File: config.mk
export PLATFORM = sky130hd
export DESIGN_NAME = ilvn_flat
export DESIGN_NICKNAME = d
export VERILOG_FILES = /design/src/rtl/ilvn_pkg.sv /design/src/rtl/ilvn_if.sv /design/src/rtl/ilvn_lane_dly.sv /design/src/rtl/ilvn.sv /design/src/flat_wrapper.sv
export SDC_FILE = /design/constraint.sdc
export NUM_CORES = 1
export LEC_CHECK = 0
export CORE_MARGIN = 2
export CORE_UTILIZATION = 38
export CTS_CLUSTER_DIAMETER = 200
export CTS_CLUSTER_SIZE = 14
export DETAILED_ROUTE_END_ITERATION = 16
export PLACE_DENSITY = 0.69
export SLEW_MARGIN = 0
export SYNTH_ARGS = -nofsm -noshare
export SYNTH_HDL_FRONTEND = slang
export SYNTH_SLANG_ARGS = --single-unit
File: constraint.sdc
create_clock -name clk -period 1.79 [get_ports clk]
set_input_delay 0.358 -clock clk [delete_from_list [all_inputs] [get_ports clk]]
set_output_delay 0.358 -clock clk [all_outputs]
set_load 0.02 [all_outputs]
File: src/rtl/ilvn_pkg.sv
`default_nettype none
// =============================================================================
// Module   : ilvn_pkg
// Purpose  : Shared mode encodings, bit-mix index helpers and fill counter width
//            for the ilvn N-lane interleaver.
// Revision : 1.0 - initial release
// =============================================================================
package ilvn_pkg;

    typedef enum logic [1:0] {
        MODE_BYP  = 2'b00,
        MODE_ILV  = 2'b01,
        MODE_DILV = 2'b10,
        MODE_RSV  = 2'b11
    } mode_e;

    // Wide enough for a saturating count up to LANES-1 with LANES <= 16
    localparam int FILL_W = 4;

    // Output bit position of lane k bit i after mixing
    function automatic int mix_idx(input int i, input int k, input int lanes);
        return i * lanes + k;
    endfunction

    // Input bit position holding lane k bit i before unmixing
    function automatic int unmix_idx(input int i, input int k, input int lanes);
        return i * lanes + k;
    endfunction

endpackage
`default_nettype wire

File: src/rtl/ilvn_if.sv
`default_nettype none
// =============================================================================
// Module   : ilvn_if
// Purpose  : Data/control bundle of the ilvn interleaver; slave = datapath side.
// Revision : 1.0 - initial release
// =============================================================================
interface ilvn_if #(
    parameter int WIDTH = 40
);
    logic [1:0]       mode;
    logic             flush;
    logic             din_valid;
    logic [WIDTH-1:0] din;
    logic             dout_valid;
    logic [WIDTH-1:0] dout;
    logic             primed;
    logic             cfg_err;

    modport master (
        output mode, flush, din_valid, din,
        input  dout_valid, dout, primed, cfg_err
    );

    modport slave (
        input  mode, flush, din_valid, din,
        output dout_valid, dout, primed, cfg_err
    );
endinterface
`default_nettype wire

File: src/rtl/ilvn_lane_dly.sv
`default_nettype none
// =============================================================================
// Module   : ilvn_lane_dly
// Purpose  : Per-lane delay line of DEPTH valid beats with zero-fill clear.
// Revision : 1.0 - initial release
// =============================================================================
module ilvn_lane_dly #(
    parameter int LW    = 20,
    parameter int DEPTH = 1
) (
    input  wire logic          clk,
    input  wire logic          rst_n,
    input  wire logic          en,
    input  wire logic          clr,
    input  wire logic [LW-1:0] d,
    output logic      [LW-1:0] q
);
    if (DEPTH == 0) begin : g_wire
        logic w_unused;
        assign w_unused = &{1'b0, clk, rst_n, en, clr};
        assign q        = d;
    end else begin : g_dly
        logic [LW-1:0] r_stage [DEPTH];

        always_ff @(posedge clk or negedge rst_n) begin
            if (!rst_n) begin
                for (int s = 0; s < DEPTH; s++) r_stage[s] <= '0;
            end else if (clr) begin
                // A beat arriving with the clear becomes the first beat of a fresh line
                for (int s = 0; s < DEPTH; s++) r_stage[s] <= '0;
                if (en) r_stage[0] <= d;
            end else if (en) begin
                r_stage[0] <= d;
                for (int s = 1; s < DEPTH; s++) r_stage[s] <= r_stage[s-1];
            end
        end

        // Older history reads as zero on the clearing beat
        assign q = clr ? '0 : r_stage[DEPTH-1];
    end
endmodule
`default_nettype wire

File: src/rtl/ilvn.sv
`default_nettype none
// =============================================================================
// Module   : ilvn
// Purpose  : LANES-lane bit interleaver / deinterleaver with valid, flush, primed.
// Revision : 1.0 - initial release
// =============================================================================
module ilvn
    import ilvn_pkg::*;
#(
    parameter int WIDTH = 40,
    parameter int LANES = 2
) (
    input wire logic clk,
    input wire logic rst_n,
    ilvn_if.slave    bus
);
    localparam int               LW         = WIDTH / LANES;
    localparam logic [FILL_W-1:0] c_fill_max = FILL_W'(LANES - 1);

    logic [1:0]        r_mode_q;
    logic [FILL_W-1:0] r_fill;
    logic [WIDTH-1:0]  r_dout;
    logic              r_dout_valid;
    logic              r_primed;
    logic              r_cfg_err;

    logic              w_clr;
    logic              w_ilv;
    logic              w_dilv;
    logic [FILL_W-1:0] w_fill_base;
    logic [LW-1:0]     w_unmix  [LANES];
    logic [LW-1:0]     w_q_ilv  [LANES];
    logic [LW-1:0]     w_q_dilv [LANES];
    logic [WIDTH-1:0]  w_mix;
    logic [WIDTH-1:0]  w_cat;
    logic [WIDTH-1:0]  w_dout_next;
    logic              w_primed_next;

    assign w_clr       = bus.flush | (bus.mode != r_mode_q);
    assign w_ilv       = (bus.mode == MODE_ILV);
    assign w_dilv      = (bus.mode == MODE_DILV);
    assign w_fill_base = w_clr ? '0 : r_fill;

    always_comb begin
        w_unmix = '{default: '0};
        for (int k = 0; k < LANES; k++)
            for (int i = 0; i < LW; i++)
                w_unmix[k][i] = bus.din[unmix_idx(i, k, LANES)];
    end

    // Two banks: lane k sits k deep when interleaving, LANES-1-k deep when deinterleaving
    for (genvar k = 0; k < LANES; k++) begin : g_lane
        ilvn_lane_dly #(.LW(LW), .DEPTH(k)) u_ilv (
            .clk   (clk),
            .rst_n (rst_n),
            .en    (bus.din_valid & w_ilv),
            .clr   (w_clr),
            .d     (bus.din[k*LW +: LW]),
            .q     (w_q_ilv[k])
        );
        ilvn_lane_dly #(.LW(LW), .DEPTH(LANES - 1 - k)) u_dilv (
            .clk   (clk),
            .rst_n (rst_n),
            .en    (bus.din_valid & w_dilv),
            .clr   (w_clr),
            .d     (w_unmix[k]),
            .q     (w_q_dilv[k])
        );
    end

    always_comb begin
        w_mix = '0;
        w_cat = '0;
        for (int k = 0; k < LANES; k++) begin
            w_cat[k*LW +: LW] = w_q_dilv[k];
            for (int i = 0; i < LW; i++)
                w_mix[mix_idx(i, k, LANES)] = w_q_ilv[k][i];
        end
    end

    always_comb begin
        w_dout_next   = bus.din;
        w_primed_next = 1'b1;
        if (w_ilv) begin
            w_dout_next   = w_mix;
            w_primed_next = (w_fill_base == c_fill_max);
        end else if (w_dilv) begin
            w_dout_next   = w_cat;
            w_primed_next = (w_fill_base == c_fill_max);
        end
    end

    always_ff @(posedge clk or negedge rst_n) begin
        if (!rst_n) begin
            r_mode_q     <= '0;
            r_fill       <= '0;
            r_dout       <= '0;
            r_dout_valid <= 1'b0;
            r_primed     <= 1'b0;
            r_cfg_err    <= 1'b0;
        end else begin
            r_mode_q     <= bus.mode;
            r_dout_valid <= bus.din_valid;
            r_cfg_err    <= (bus.mode == MODE_RSV) | (r_cfg_err & ~bus.flush);
            if (bus.din_valid && (w_fill_base != c_fill_max))
                r_fill <= w_fill_base + FILL_W'(1);
            else
                r_fill <= w_fill_base;
            if (bus.din_valid) begin
                r_dout   <= w_dout_next;
                r_primed <= w_primed_next;
            end
        end
    end

    assign bus.dout       = r_dout;
    assign bus.dout_valid = r_dout_valid;
    assign bus.primed     = r_primed;
    assign bus.cfg_err    = r_cfg_err;
endmodule
`default_nettype wire

File: src/flat_wrapper.sv
// flat-port wrapper written by rule: the top's interface ports become plain ports
module ilvn_flat import ilvn_pkg::*;
#(
    parameter int WIDTH = 40,
    parameter int LANES = 2
)
  (clk, rst_n, bus_mode, bus_flush, bus_din_valid, bus_din, bus_dout_valid, bus_dout, bus_primed, bus_cfg_err);
  ilvn_if #(.WIDTH(WIDTH)) bus_i ();
  input wire logic clk;
  input wire logic rst_n;
  input wire logic [$bits(bus_i.mode)-1:0] bus_mode;
  input wire logic [$bits(bus_i.flush)-1:0] bus_flush;
  input wire logic [$bits(bus_i.din_valid)-1:0] bus_din_valid;
  input wire logic [$bits(bus_i.din)-1:0] bus_din;
  output wire logic [$bits(bus_i.dout_valid)-1:0] bus_dout_valid;
  output wire logic [$bits(bus_i.dout)-1:0] bus_dout;
  output wire logic [$bits(bus_i.primed)-1:0] bus_primed;
  output wire logic [$bits(bus_i.cfg_err)-1:0] bus_cfg_err;
  assign bus_i.mode = bus_mode;
  assign bus_i.flush = bus_flush;
  assign bus_i.din_valid = bus_din_valid;
  assign bus_i.din = bus_din;
  assign bus_dout_valid = bus_i.dout_valid;
  assign bus_dout = bus_i.dout;
  assign bus_primed = bus_i.primed;
  assign bus_cfg_err = bus_i.cfg_err;
  ilvn #(.WIDTH(WIDTH), .LANES(LANES)) u_core (.clk(clk), .rst_n(rst_n), .bus(bus_i));
endmodule
==> impl_metrics.toml <==
[timing]
finalCritPeriodShare = 0.958
finalMaxSlewViolations = 0
setup_violations = 0
setup-tns-final_ps = 0
rsz0062_at_grt = "false"
layout_setup_ws_ps = 75.7
timing.hold.ws_ps = 457
timing.fmax_mhz = 583
hold_viol = 0
worst_pin_slew_ps = 447
min_period_ps = 1710
slew_headroom = 0.702
finClkSkew_ps = 7.69

[worst_setup_path]
timing.rr.start = "u_core.r_mode_q[0]"
end_kind = "primary output"
cp_cell_sequence = "clkdlybuf4s50_1"
r2r_cells = 5
cp_slowest_cell = "clkdlybuf4s50_1"
worst-endpoint-required_ps = 1430
critPathTopFamily = "buffers and inverters"
crit_type = "reg -> out"
r2r-end = "u_core.g_lane[0].u_dilv.g_dly.r_stage[16]"
critPathBufInv = 1
critPathMaxFanout = 2
reg2reg_slack_ps = 120
critPathLaunchType = "flop"
worstPathArrival_ps = 1360
slowest_delay_ps = 620

[clock_network]
htree_levels = 3
tritoncts = "built"
clock-root-buffer = "clkbuf_16"
clkSlewWorstSetupHoldPaths_ps = 70
insertion_delay_ps = 350
cts_buffers = 9
cts.sinks = 89
clk_path_buf_depth = 2

[synth]
syn_area_per_cell_um2 = 9.28
synth_top_area_cell = "dfrtp_1"
synth_most_common_cell = "dfrtp_1"
ys_ff_latch = 89
netlist_area_mm2 = 0.00477
netlist_instances = 514
synthArstFlopShare = 1.00
ys.warnings.count = 0
netlist_top_cells_count = "89 x dfrtp_1, 61 x nand2_1, 36 x nor2_1, 34 x nand3_1, 31 x clkbuf_1"
synth_area_leaders = "dfrtp_1 47%, nand2_1 4.8%, nand3_1 3.6%"
yosysTopAreaCellShare = 0.467
synth_flop_cell = "dfrtp_1"
syn_nets = 561
synth_edf_count = 0
yosysSeqAreaShare = 0.467
synth_cell_types = 45

[min_path]
hp-class = "in -> async"

[layout]
num_antenna_cells = 0
seq_area_mm2 = 0.00223
postLayoutCellArea_mm2 = 0.00658
utilization = 0.544
finalNonFillerCells = 808
fillers = 1109
final_nets = 682
drive_above_1_share = 0.166
multi_input_area_mm2 = 0.00234
syn_to_final_growth_pct = 38.0

[drt]
wl_met1_um = 6990
ant_nets = 0
dr.first_iter.drc_count = 569
wl_met3_um = 1280
highest_layer = "met4"
drt_wl_total_um = 16300
wl_per_cell_um = 20.1
routed-wl-met2_um = 7550
drc = 0
detail_route.vias_per_cell = 6.04
firstDrtPassIters = 5
routed-via-count = 4878

[placement]
gp_congestion = 0.862
dp_hpwl_um = 11700
dp_cells = 789
port_buffers = 88
dp_slack_ps = -629
placed_area_mm2 = 0.00628

[flow_run]
cap_viol_max_count = 0

[power]
total_power_mw = 5.32
power.density_mw_per_mm2 = 808
peakVddDrop_mv = 0.454
p_leak_nw = 2.55

[floorplan]
ios = 89
die_w_um = 116
die_area_mm2 = 0.0135
core_region_area_mm2 = 0.0121
die_y_um = 116
row_count = 40
floorplan.initialDensity = 0.394

[grt]
grt_remaining_overflow = 0
grt_first_pass_wirelength_um = 25800
grt_max_degree = 41
grt_pass1_vias = 4889
grtUsageTotal = 0.251
antenna_found_initial = 0

[status]
status = "finished clean"
power by group:
| group | internal [mW] | switching [mW] | leakage (nW) | total, mW |
|---|---|---|---|---|
| registers | 2.16 | 0.101 | 1.14 | 2.26 |
| clock network | 0.976 | 0.822 | 0.135 | 1.80 |
| logic | 0.579 | 0.688 | 1.28 | 1.27 |
sequential cells by signal, indices dropped and copies added (netlist names):
register	cells
u_core.g_lane.u_dilv.g_dly.r_stage	20
u_core.bus.cfg_err	1
u_core.r_fill	4
u_core.bus.dout_valid	1
u_core.bus.dout	40
u_core.r_mode_q	2
u_core.g_lane.u_ilv.g_dly.r_stage	20
u_core.bus.primed	1
area by class of cell:
cell class                      count  share of cell area
Multi-Input combinational cell    368               0.355
Sequential cell                    89               0.339
Timing Repair Buffer              163               0.230
Clock buffer                       11              0.0369
Tap cell                          168              0.0319
Clock inverter                      5             0.00475
Inverter                            4             0.00247
metal layers:
| layer | global-route usage | vias to the layer above |
|---|---|---|
| li1 | - | 2159 |
| met1 | 0.345 | 2453 |
| met2 | 0.393 | 236 |
| met3 | 0.0554 | 30 |
| met4 | 0.0873 | 0 |
| met5 | 0 | - |
logic make-up (layout without fill, tap and decap cells):
group / count (synthesis) / after routing / synth area share
xor gates and xnor gates: 7 / 7 / 0.0215
AOI/OAI and AO/OA: 138 / 138 / 0.213
and+or+nand+nor: 222 / 222 / 0.242
adders and majority gates: 1 / 1 / 0.00262
buffers and inverters: 57 / 183 / 0.0548
DFF: 89 / 89 / 0.467
how the worst max path moves through the flow:
stage                         from                                        end  slack [ps]  cells past startpoint
2_1_floorplan          bus_mode[1]                           u_core.r_fill[0]         -20                      8
3_3_place_gp           bus_mode[0]   u_core.g_lane[0].u_dilv.g_dly.r_stage[8]        -560                      6
3_5_place_dp           bus_mode[0]  u_core.g_lane[0].u_dilv.g_dly.r_stage[14]        -630                      6
4_1_cts         u_core.r_mode_q[1]                           u_core.r_fill[0]           2                      6
5_1_grt         u_core.r_mode_q[1]                           u_core.r_fill[0]          30                      7
6_report       u_core.bus.dout[24]                               bus_dout[24]          80                      1
repair_timing:
| action | 4_1_cts | 5_1_grt |
|---|---|---|
| pin swaps | 1 | 6 |
| resized for setup | 3 | 2 |
| hold buffers | 1 | 0 |
| cloned | 0 | 0 |
| setup endpoints to repair | 26 | 9 |
| hold endpoints to repair | 19 | 0 |
| buffers inserted | 1 | 1 |
cells in the final DEF, fill, tap and decap left out, types with 3 or more instances in the layout:
cell / count
a221oi_1: 18
o22ai_1: 10
nor2b_1: 3
a2bb2oi_1: 7
clkdlybuf4s50_1: 85
o311ai_1: 3
nand3_1: 34
nand3b_1: 13
nand2b_1: 22
inv_1: 3
a31oi_1: 5
buf_4: 69
clkinv_2: 4
nor2_1: 36
nand4_1: 23
o311ai_0: 17
dfrtp_1: 87
clkbuf_16: 9
o211ai_1: 20
nand2_1: 61
buf_12: 6
o31ai_1: 15
a22oi_1: 7
or3_1: 20
a21oi_1: 26
o21ai_0: 3
Note: power is estimated with default switching activity, not from simulation.
